==> config.mk <==
export PLATFORM = sky130hd
export DESIGN_NAME = thread_scheduler
export DESIGN_NICKNAME = d
export VERILOG_FILES = /design/src/rtl/thread_scheduler.sv
export SDC_FILE = /design/constraint.sdc
export NUM_CORES = 1
export LEC_CHECK = 0
export ABC_AREA = 1
export CORE_MARGIN = 2
export CORE_UTILIZATION = 40
export DETAILED_ROUTE_END_ITERATION = 10
export DONT_BUFFER_PORTS = 1
export GPL_TIMING_DRIVEN = 0
export HOLD_SLACK_MARGIN = 0.08
export PLACE_DENSITY = 0.55
export SLEW_MARGIN = 20
export SYNTH_ARGS = -nofsm -noshare
export SYNTH_HDL_FRONTEND = slang
export SYNTH_SLANG_ARGS = --single-unit
==> constraint.sdc <==
create_clock -name clk -period 9 [get_ports clk]
set_input_delay 1.8 -clock clk [delete_from_list [all_inputs] [get_ports clk]]
set_output_delay 1.8 -clock clk [all_outputs]
set_load 0.05 [all_outputs]
==> src/rtl/thread_scheduler.sv <==
// thread_scheduler: round-robin pick of the next runnable hardware thread, with a delayed PC write select.
module thread_scheduler #(
  parameter int NUM_THREADS = 5,
  parameter int TID_W = 3,
  parameter int WB_DELAY = 1
) (
  input  logic                   clk,
  input  logic                   reset,
  input  logic                   en,
  input  logic                   flush,
  input  logic [NUM_THREADS-1:0] thread_enable,
  input  logic                   stall_req,
  input  logic [TID_W-1:0]       stall_tid,
  input  logic                   wake_req,
  input  logic [TID_W-1:0]       wake_tid,
  output logic [TID_W-1:0]       sel_read,
  output logic                   fetch_valid,
  output logic [TID_W-1:0]       sel_write,
  output logic                   pc_en,
  output logic                   idle
);
  logic [TID_W-1:0] last_tid, pick;
  logic [TID_W:0] cand;
  logic [NUM_THREADS-1:0] blocked, blocked_nxt, runnable;
  logic [WB_DELAY-1:0] vld, vld_nxt;
  logic [WB_DELAY-1:0][TID_W-1:0] tid_q, tid_nxt;
  assign runnable = thread_enable & ~blocked;
  // Scan farthest-first so the nearest runnable thread after last_tid wins.
  always_comb begin
    pick = last_tid;
    cand = '0;
    for (int k = NUM_THREADS; k >= 1; k--) begin
      cand = {1'b0, last_tid} + (TID_W+1)'(k);
      if (cand >= (TID_W+1)'(NUM_THREADS)) cand = cand - (TID_W+1)'(NUM_THREADS);
      if (runnable[cand[TID_W-1:0]]) pick = cand[TID_W-1:0];
    end
  end
  // Outputs are gated by reset so they read as cleared while reset is held.
  assign fetch_valid = reset & (|runnable);
  assign idle = ~fetch_valid;
  assign sel_read = fetch_valid ? pick : (reset ? last_tid : '0);
  assign sel_write = tid_q[WB_DELAY-1];
  assign pc_en = vld[WB_DELAY-1] & en;
  always_comb begin
    blocked_nxt = blocked;
    for (int i = 0; i < NUM_THREADS; i++)
      blocked_nxt[i] = (wake_req && wake_tid == TID_W'(i)) ? 1'b0 :
                       (stall_req && stall_tid == TID_W'(i)) ? 1'b1 : blocked[i];
  end
  // Shift on advance, then invalidate flushed or stalled entries, including the new head.
  always_comb begin
    vld_nxt = vld;
    tid_nxt = tid_q;
    if (en) begin
      for (int i = 1; i < WB_DELAY; i++) begin
        vld_nxt[i] = vld[i-1];
        tid_nxt[i] = tid_q[i-1];
      end
      vld_nxt[0] = fetch_valid;
      tid_nxt[0] = sel_read;
    end
    for (int i = 0; i < WB_DELAY; i++)
      if (flush || (stall_req && tid_nxt[i] == stall_tid)) vld_nxt[i] = 1'b0;
  end
  always_ff @(posedge clk or negedge reset)
    if (!reset) begin
      last_tid <= TID_W'(NUM_THREADS-1);
      blocked <= '0;
      vld <= '0;
      tid_q <= '0;
    end else begin
      blocked <= blocked_nxt;
      vld <= vld_nxt;
      tid_q <= tid_nxt;
      if (en && fetch_valid) last_tid <= pick;
    end
endmodule

After elaboration in Yosys (flattened, before gate mapping)
Index checks and enable logic that the tools add are counted.
{"block": "op_classes", "addsub": 10, "order_cmp": 10, "n_eq_ne": 9, "muxes": 35, "n_bitwise": 5, "reduce_logical": 22}
{"cell": "$mux W3", "count": 13}
{"cell": "$ge A4 B3 Y1 const B", "count": 5}
{"cell": "$lt A3 B4 Y1 const B", "count": 5}
{"cell": "$mux W1", "count": 17}
{"cell": "$bmux W1 S3", "count": 5}
{"cell": "$sub A3 B3 Y3 const B", "count": 5}
{"cell": "$eq A3 B2 Y1 const B", "count": 4}
{"cell": "$logic_and A1 B1 Y1", "count": 12}
{"cell": "$reduce_bool A2 Y1", "count": 6}
{"cell": "$add A3 B2 Y4 const B", "count": 2}
{"cell": "$add A3 B3 Y4 const B", "count": 2}
{"cell": "$eq A3 B1 Y1 const B", "count": 2}
{"cell": "$eq A3 B3 Y1 const B", "count": 2}
{"cell": "$logic_not A3 Y1", "count": 2}
{"cell": "$and A5 B5 Y5", "count": 1}
{"cell": "$not A5 Y5", "count": 1}
{"cell": "$reduce_or A5 Y1", "count": 1}
{"cell": "$add A3 B1 Y4 const B", "count": 1}
{"cell": "$eq A3 B3 Y1", "count": 1}
{"cell": "$and A1 B1 Y1", "count": 2}
{"cell": "$logic_or A1 B1 Y1", "count": 1}
{"cell": "$not A1 Y1", "count": 1}
{"block": "totals", "reg_bits": 12, "input_bits": 17, "output_inout_bits": 9}

Logic depth before layout (Yosys ltp)
{"block": "logic_depth", "ltp_word": 16, "depth_mapped": 28, "depth_no_buf": 27}

Least setup slack after synthesis
OpenSTA, ideal clock, no wires.
{"block": "synth_path", "path_kind": "input-to-output", "start": "input thread_enable[3]", "end": "output sel_read[1]", "arrival_time_ns": 3.580, "required_ns": 7.200, "path_slack_ns": 3.620, "cell_stages": 8, "n_path_buf": 0, "cell_sequence": "inv_1 nor2_1 inv_1 nand3_1 nor3_1 nor2_1 nand2_1 nand2_1"}
{"element": "start, declared", "line": "11", "text": "input logic [NUM_THREADS-1:0] thread_enable,"}
{"element": "$and A5 B5 Y5", "line": "27", "text": "assign runnable = thread_enable & ~blocked;"}
{"element": "$reduce_or A5 Y1", "line": "39", "text": "assign fetch_valid = reset & (|runnable);"}
{"element": "$and A1 B1 Y1", "line": "39"}
{"element": "via fetch_valid", "line": "17", "text": "output logic fetch_valid,"}
{"element": "$mux W3", "line": "41", "text": "assign sel_read = fetch_valid ? pick : (reset ? last_tid : '0);"}
{"element": "end, declared", "line": "16", "text": "output logic [TID_W-1:0] sel_read,"}
The timed path passes the listed nets, and every way through them passes these cells. The select of a mux whose other input is x is not followed.

Worst setup path in the final report
Ends and elaborated chain as after synthesis.

==> results.ini <==
[global_route]
grt_pass1_vias=1539
grt_max_degree=17
antenna_found_initial=0
grt_use_total_pct=17.8
grt_overflow=0
grt_pass1_wl_um=7160

[timing]
period_minus_slack_ns=5.68
fmax_mhz=176
slew_viol_final=0
setup_viol=0
worst_clock_skew_ns=0.00562
rsz0062_at_grt=false
final.setup.tns_ns=0
post-route-period-util_pct=63.1
finalHoldViolCount=0
setup_ws_ns=3.32
tightest_slew_ns=1.13
max_slew_margin_pct=24.7

[cells_and_area]
drive_gt1_share_pct=11.6
fillers=460
diodes=0
fin_util_pct=44.9
syn_to_final_growth_pct=6.27
final_common_cell=nand2_1
design_area_mm2=0.00182
final_cell_mix=nand2_1, inv_1, nand3_1
fin_nets=323

[worst_setup_path]
slowest_stage=nor2_1
endpoint_kind=output pin
cpPeakStageDelay_ns=0.88
critPathLaunch=thread_enable[3]
arrival_ns=3.88
r2r_start=last_tid[0]
crit_fanout=5
start_kind=input pin
path_cells=inv_1 -> nor2_1 -> inv_1 -> nand3_1 -> nor3_1 -> nor2_1 -> nand2_1 -> nand2_1
worstSetupPathType=in -> out
required_ns=7.20

[detailed_routing]
firstDrtPassIters=4
vias=1699
dr.first_iter.drc_count=125
vias_per_cell=4.95
antenna_left=0
wirelength_um=4250
drc_errors=0
wl_per_cell_um=12.4

[floorplanning]
die_w_um=69.5
num_rows=23
dieHeight_um=69.5
fp.dieArea_mm2=0.00483
core_area_mm2=0.00406
io_pins=26
start_util_pct=42.3

[logic_synthesis]
synth.area.top_cells=nand2_1, dfrtp_1, nand3_1
netlist_area_mm2=0.00172
synthCells=289
yosysWarnings=0
async_reset_ff_share_pct=100
ys.flop_type=dfrtp_1
synth-edff-count=0
yosysSeqAreaShare_pct=17.6
yosys.area.top_type=nand2_1
synth_cell_types=33
synth_seq_cells=12
yosys.area.top_type_share_pct=21.7
syn-num-nets=318
syn_area_per_cell_um2=5.94

[run_status]
status=completed

[run]
maxCapViolations=0

[placement]
dpl-instance-area_mm2=0.00178
routabilityCongestion=0.804
place_worst_setup_slack_ns=3.31
dp_hpwl_um=3560
port_buffers=0

[clock_tree]
cts_buffer_depth=2
tritoncts=built
postCtsSetupBuffers=0
clkTransAtPathRegs_ns=0.05
htreeDepth=1
numCtsBuffers=3
cts-root-buf=clkbuf_8
ctsHoldBuffers=0
cts.sinks=12
post_cts_resize_count=0
clock_latency_ns=0.24

[hold_path]
hp-start=blocked[2]
hp-class=reg -> reg

[logic make-up (layout without fill, tap and decap cells)]
family / count (synthesis) / in the layout / share of synthesized area [%]
flops: 12 / 12 / 17.6
buf+inv: 53 / 57 / 12.7
fa+ha+maj: 12 / 12 / 9.19
compound gates: 22 / 22 / 8.24
simple gates: 187 / 187 / 49.9
xor+xnor: 3 / 3 / 2.41
[per-stage QoR]
stage	hold slack [ns]	std cells
after floorplan	0.465	289
after global placement	0.517	339
after detailed placement	0.499	339
after CTS	0.519	343
after global routing	0.548	343
final	0.508	343
[layer usage]
metal | wire [um] | up-vias | global-route usage (%)
met5 | 0 | - | 0
met3 | 190 | 4 | 1.89
met1 | 2140 | 730 | 26.7
met4 | 24 | 0 | 2.61
li1 | - | 931 | -
met2 | 1900 | 34 | 28.2
[state kept, by name, summed over array words and instances, names as in the netlist]
name	flops
blocked	5
last_tid	3
sel_write	3
vld	1
[area by class of cell]
class / instances / area [um^2] / area share (%)
multi-input cells: 224 / 1200 / 65.6
flip-flops and latches: 12 / 302 / 16.5
inverters: 49 / 186 / 10.2
well taps: 50 / 62.6 / 3.43
clock buffers: 4 / 45.0 / 2.47
plain buffers: 4 / 31.3 / 1.72
[worst paths after layout]
path | endpoint | slack (ns) | depth (start not counted)
worst max-delay path | sel_read[1] | 3.32 | 8
worst min-delay path | blocked[2] | 0.51 | 2
worst max register to register | vld | 5.59 | 25
worst min register to register | blocked[2] | 0.51 | 2
max in group asynchronous | last_tid[2] | 7.57 | 0
min in group asynchronous | blocked[3] | 1.25 | 0
[cell usage after synthesis, types with 3 or more instances]
cell type,count
ha_1,11
nand2_2,5
inv_2,4
o21ai_1,3
nor2_1,17
a21oi_1,4
inv_1,43
a31oi_1,4
nor3_1,4
nand3_1,41
or2_2,3
nand4_1,7
dfrtp_1,11
nand3_2,6
nand2_1,99
o21ai_0,5
[worst max-delay path, delay by kind of cell]
kind / cells / cell delay, ns
buffers and inverters: 2 / 0.15
AND/OR/NAND/NOR: 6 / 1.93
Power is not shown: default switching activity piles up to over one toggle a cycle in this logic, so the estimate is an artifact.
